<file path="src/rtl/uart_transmitter.sv">
// rtl/uart_transmitter.sv - 8E1 UART transmitter with selectable baud divider and TICKS_PER_BIT ticks per bit.
module uart_transmitter #(
   parameter int TICKS_PER_BIT = 16
) (
   input  logic       clk,
   input  logic       reset,
   input  logic [7:0] Tx_DATA,
   input  logic [2:0] baud_select,
   input  logic       Tx_EN,
   input  logic       Tx_WR,
   output logic       TxD,
   output logic       Tx_BUSY
);

   localparam int TW = (TICKS_PER_BIT > 1) ? $clog2(TICKS_PER_BIT) : 1;
   localparam logic [TW-1:0] TICK_LAST = TW'(TICKS_PER_BIT - 1);

   typedef enum logic [2:0] {IDLE, START, DATA, PARITY, STOP} state_t;

   state_t          state_q;
   logic [13:0]     div_d;
   logic [13:0]     div_q;
   logic [13:0]     div_cnt_q;
   logic [TW-1:0]   tick_cnt_q;
   logic [2:0]      bit_q;
   logic [7:0]      data_q;
   logic            baud_tick;
   logic            bit_done;

   always_comb begin
      div_d = 14'd10417;
      case (baud_select)
         3'b000:  div_d = 14'd10417;
         3'b001:  div_d = 14'd2604;
         3'b010:  div_d = 14'd651;
         3'b011:  div_d = 14'd326;
         3'b100:  div_d = 14'd163;
         3'b101:  div_d = 14'd81;
         3'b110:  div_d = 14'd54;
         default: div_d = 14'd27;
      endcase
   end

   assign baud_tick = (div_cnt_q == div_q - 14'd1);
   assign bit_done  = baud_tick && (tick_cnt_q == TICK_LAST);

   // Divider value is captured at acceptance so baud_select may change mid-frame.
   always_ff @(posedge clk or posedge reset) begin
      if (reset) begin
         state_q    <= IDLE;
         div_q      <= '0;
         div_cnt_q  <= '0;
         tick_cnt_q <= '0;
         bit_q      <= '0;
         data_q     <= '0;
         TxD        <= 1'b1;
         Tx_BUSY    <= 1'b0;
      end else if (!Tx_EN) begin
         state_q    <= IDLE;
         div_cnt_q  <= '0;
         tick_cnt_q <= '0;
         bit_q      <= '0;
         TxD        <= 1'b1;
         Tx_BUSY    <= 1'b0;
      end else if (state_q == IDLE) begin
         if (Tx_WR) begin
            state_q    <= START;
            data_q     <= Tx_DATA;
            div_q      <= div_d;
            div_cnt_q  <= '0;
            tick_cnt_q <= '0;
            bit_q      <= '0;
            TxD        <= 1'b0;
            Tx_BUSY    <= 1'b1;
         end
      end else begin
         if (baud_tick) begin
            div_cnt_q  <= '0;
            tick_cnt_q <= bit_done ? '0 : tick_cnt_q + TW'(1);
         end else begin
            div_cnt_q  <= div_cnt_q + 14'd1;
         end
         if (bit_done) begin
            case (state_q)
               START: begin
                  state_q <= DATA;
                  bit_q   <= 3'd0;
                  TxD     <= data_q[0];
               end
               DATA: begin
                  if (bit_q == 3'd7) begin
                     state_q <= PARITY;
                     TxD     <= ^data_q;
                  end else begin
                     bit_q   <= bit_q + 3'd1;
                     TxD     <= data_q[bit_q + 3'd1];
                  end
               end
               PARITY: begin
                  state_q <= STOP;
                  TxD     <= 1'b1;
               end
               default: begin
                  state_q <= IDLE;
                  TxD     <= 1'b1;
                  Tx_BUSY <= 1'b0;
               end
            endcase
         end
      end
   end

endmodule
</file>
<file path="config.mk">
export PLATFORM = sky130hd
export DESIGN_NAME = uart_transmitter
export DESIGN_NICKNAME = d
export VERILOG_FILES = /design/src/rtl/uart_transmitter.sv
export SDC_FILE = /design/constraint.sdc
export NUM_CORES = 1
export LEC_CHECK = 0
export ABC_CLOCK_PERIOD_IN_PS = 2500
export CAP_MARGIN = 20
export CORE_ASPECT_RATIO = 2
export CORE_MARGIN = 2
export CORE_UTILIZATION = 35
export CTS_CLUSTER_DIAMETER = 150
export DETAILED_ROUTE_END_ITERATION = 6
export PLACE_DENSITY_LB_ADDON = 0.15
export SLEW_MARGIN = 30
export SYNTH_ARGS = -nofsm -noshare
export SYNTH_HDL_FRONTEND = slang
export SYNTH_SLANG_ARGS = --single-unit
export TNS_END_PERCENT = 50
</file>
<file path="constraint.sdc">
create_clock -name clk -period 2.5 [get_ports clk]
set_input_delay 0.5 -clock clk [delete_from_list [all_inputs] [get_ports clk]]
set_output_delay 0.5 -clock clk [all_outputs]
set_load 0.005 [all_outputs]
</file>
==> flow_metrics.py <==
metrics = {
    "cells_and_area": {
        "final_layout_size_suffix_gt1_share_pct": 29.4,
        "fin_cells": 450,
        "design.final.nets": 373,
        "layout_common_cells": "sky130_fd_sc_hd__dfrtp_1 (45), sky130_fd_sc_hd__buf_4 (29), sky130_fd_sc_hd__nand2_1 (28)",
        "layout_commonest_cell": "sky130_fd_sc_hd__dfrtp_1",
        "stdcell_area_um2": 3790,
        "final-seq-area_um2": 1150,
        "n_fill_cell": 791,
        "antenna_cells_inserted": 0,
        "end_of_flow_core_utilization_pct": 47.7,
        "area_growth_syn_to_layout_pct": 32.9,
        "multiInputGateArea_um2": 1790,
    },
    "synth": {
        "ffs_w_async_s_r_synth_pct": 100,
        "synth_cell_type_count": 58,
        "synth_seq_area_share_pct": 40.4,
        "mapped_cells": 309,
        "synthesis.area_um2": 2850,
        "avgSynthCellArea_um2": 9.22,
        "post_synthesis_net_count": 329,
        "synth_warnings": 0,
        "synth-edff-count": 0,
        "synthFlopType": "sky130_fd_sc_hd__dfrtp_1",
        "yosys_register_bits": 46,
    },
    "route": {
        "wl_per_cell_um": 16.0,
        "final_antenna_net_count": 0,
        "detail_route.vias_per_cell": 5.40,
        "drt_iter0_drc": 120,
        "dr.pass1.iters": 4,
        "total_drc_errors_in_the_routed_layout": 0,
        "total_routed_wirelength_um": 7210,
        "route.vias.total": 2428,
    },
    "critical_path": {
        "worst-endpoint-arrival_ns": 2.81,
        "worstPathMaxFanout": 3,
        "critPathKind": "register to register",
        "critical-path-top-cell-by-count": "sky130_fd_sc_hd__or4_4",
        "slowest_stage": "sky130_fd_sc_hd__or4_4",
        "crit-reg2reg-launch": "div_q[1]",
        "reg2reg_depth": 8,
        "r2r_end": "tick_cnt_q[0]",
        "worst-path-buf-inv": 1,
        "timing.critical_path.from_type": "register",
        "worst_setup_path_end_kind": "register",
        "timing.critical_path.slowest_cell_delay_ns": 0.57,
        "setup.reg_to_reg.worst_slack_ns": -0.09,
        "family_of_cells_with_the_greatest_summed_delay_on_the_critical_path": "simple AND/OR/NAND/NOR gates",
        "worst_setup_path_startpoint": "div_q[1]",
        "crit_path_cell_trace": "or4_4, or3_4, a32oi_2, a21oi_2, or4_4, nor3_2, buf_4, o2bb2ai_2",
        "crit_required_ns": 2.72,
    },
    "sta": {
        "slew_viol_final": 0,
        "hold_violations_final": 0,
        "setup_repair_after_global_routing_missed_its_margin": "true",
        "fin_crit_ns": 2.59,
        "timing.slew.headroom_pct": 57.4,
        "fin_crit_sh_pct": 104,
        "tightestPinTransition_ns": 0.635,
        "final-setup-viol-count": 13,
        "final.setup_skew_ns": 0.00765,
        "setup_total_negative_slack_ns": -0.633,
        "setup_ws_ns": -0.0938,
        "max_clock_freq_ghz": 0.386,
    },
    "power_and_ir_drop": {
        "cellLeakagePower_uw": 0.00154,
        "cellInternalPower_uw": 1660,
        "p_switching_uw": 722,
        "ir_drop_v": 0.000337,
        "power.combinational.fraction_pct": 30.4,
        "cellPowerDensity_nw_per_um2": 630,
        "power.share.switching_pct": 30.2,
        "sequential_group_share_of_total_power_pct": 37.3,
        "power.share.clock_pct": 32.2,
    },
    "clock_network": {
        "later_pin_clock_latency_in_the_skew_report_ns": 0.29,
        "path_clk_slew_ns": 0.07,
        "clk_path_buf_depth": 2,
        "htreeDepth": 2,
        "cts_made_buffers": 5,
        "clock_root_cell": "sky130_fd_sc_hd__clkbuf_16",
        "cts_tree": "built",
        "tritoncts_num_sinks": 46,
        "ctsHoldBuffers": 0,
    },
    "job": {
        "max_cap_viol_count": 0,
    },
    "global_routing": {
        "groute.usage.overall_pct": 17.9,
        "number_of_global_route_vias_before_repair": 2510,
        "grt_max_degree": 25,
        "antenna_found_initial": 0,
        "grt_pass1_wl_um": 12000,
        "gr_ovfl_total": 0,
    },
    "placement": {
        "gp_congestion": 0.821,
        "placed_area_um2": 3340,
        "placement.io_buffers": 16,
        "hpwlAfterDp_um": 5590,
        "placed_cells": 436,
        "place_ws_ns": -0.224,
    },
    "die": {
        "core_area_um2": 7940,
        "die-area_um2": 8920,
        "floorplan.initialDensity_pct": 35.9,
        "die_w_um": 67.8,
        "boundaryPins": 17,
        "die_height_um": 132,
        "placement_rows": 46,
    },
    "outcome": {
        "outcome": "finished with violations",
        "violations_in_the_final_reports": "negative setup slack",
    },
    "worst_hold_path": {
        "worst_hold_path.num_cells": 1,
        "worst_hold_startpoint": "TxD",
        "min_delay_worst_endpoint": "TxD",
        "holdCritPathClass": "register to register",
    },
}
Yosys cell counts, drive strengths merged, types with 6 or more instances:
cell	number	area, um^2
nand2	28	105
o21ai	14	70.1
nand3	16	92.6
clkbuf	14	52.6
mux2	9	101
nor3	9	56.3
a21oi	13	68.8
xnor2	20	175
nor2	29	109
xor2	9	78.8
nand4	7	43.8
nor2b	6	37.5
dfrtp	45	1130
a21o	6	45.0
inv	12	45.0
flip-flops by register name (all words and copies together) (netlist names):
signal and count:
TxD 1, Tx_BUSY 1, tick_cnt_q 4, state_q 3, data_q 8, div_cnt_q 14, bit_q 3, div_q 12
kinds of logic (layout without fill, tap and decap cells):
| kind of cell | count (synthesis) | in the layout | synth area share (%) |
|---|---|---|---|
| AO/OA/AOI/OAI | 67 | 67 | 16.4 |
| XOR/XNOR | 29 | 29 | 8.92 |
| adder cells (fa/ha/maj) | 5 | 5 | 2.20 |
| buffers and inverters | 30 | 75 | 4.08 |
| flip-flops | 46 | 46 | 40.4 |
| multiplexers | 12 | 12 | 5.49 |
| AND/OR/NAND/NOR | 120 | 120 | 22.4 |
power groups by stage:
stage | Clock [uW] | Combinational, uW | Sequential [uW]
2_1_floorplan | 0 | 404 | 888
3_3_place_gp | 0 | 611 | 902
3_5_place_dp | 0 | 620 | 903
4_1_cts | 793 | 672 | 890
5_1_grt | 820 | 799 | 903
6_report | 769 | 727 | 891
through the flow:
step	hold WS, ns	total power, uW
global route	0.506	2520
finish	0.492	2390
detailed placement	0.499	1520
CTS	0.511	2360
floorplan	0.464	1290
global placement	0.489	1510
how the worst max path moves through the flow:
stage | end | slack [ns] | cells past startpoint
finish | tick_cnt_q[0] | -0.09 | 8
global route | state_q[1] | -0.20 | 13
CTS | bit_q[0] | -0.13 | 8
detailed placement | bit_q[0] | -0.22 | 11
global placement | bit_q[2] | -0.17 | 11
floorplan | bit_q[0] | -0.03 | 9
layer usage:
| layer | vias to the layer above | track usage, % | wire [um] |
|---|---|---|---|
| met2 | 30 | 33.8 | 4330 |
| met4 | 0 | 8.33 | 244 |
| met3 | 11 | 2.57 | 182 |
| li1 | 1201 | - | - |
| met5 | - | 0 | 0 |
| met1 | 1186 | 18.0 | 2450 |
cell type report:
cell class | count | share of cell area [%]
Clock buffer | 5 | 3.30
Clock inverter | 3 | 1.19
Inverter | 12 | 1.32
Multi-Input combinational cell | 233 | 47.4
Sequential cell | 46 | 30.4
Tap cell | 96 | 3.17
Timing Repair Buffer | 55 | 13.2
timing repair:
action                                  in CTS  in global routing
resized for setup                           24                 29
pin swaps                                   26                 23
buffers inserted                             1                  4
cloned                                       1                  0
endpoints found under the setup margin      26                 26
Power figures use the tool's default switching activity.
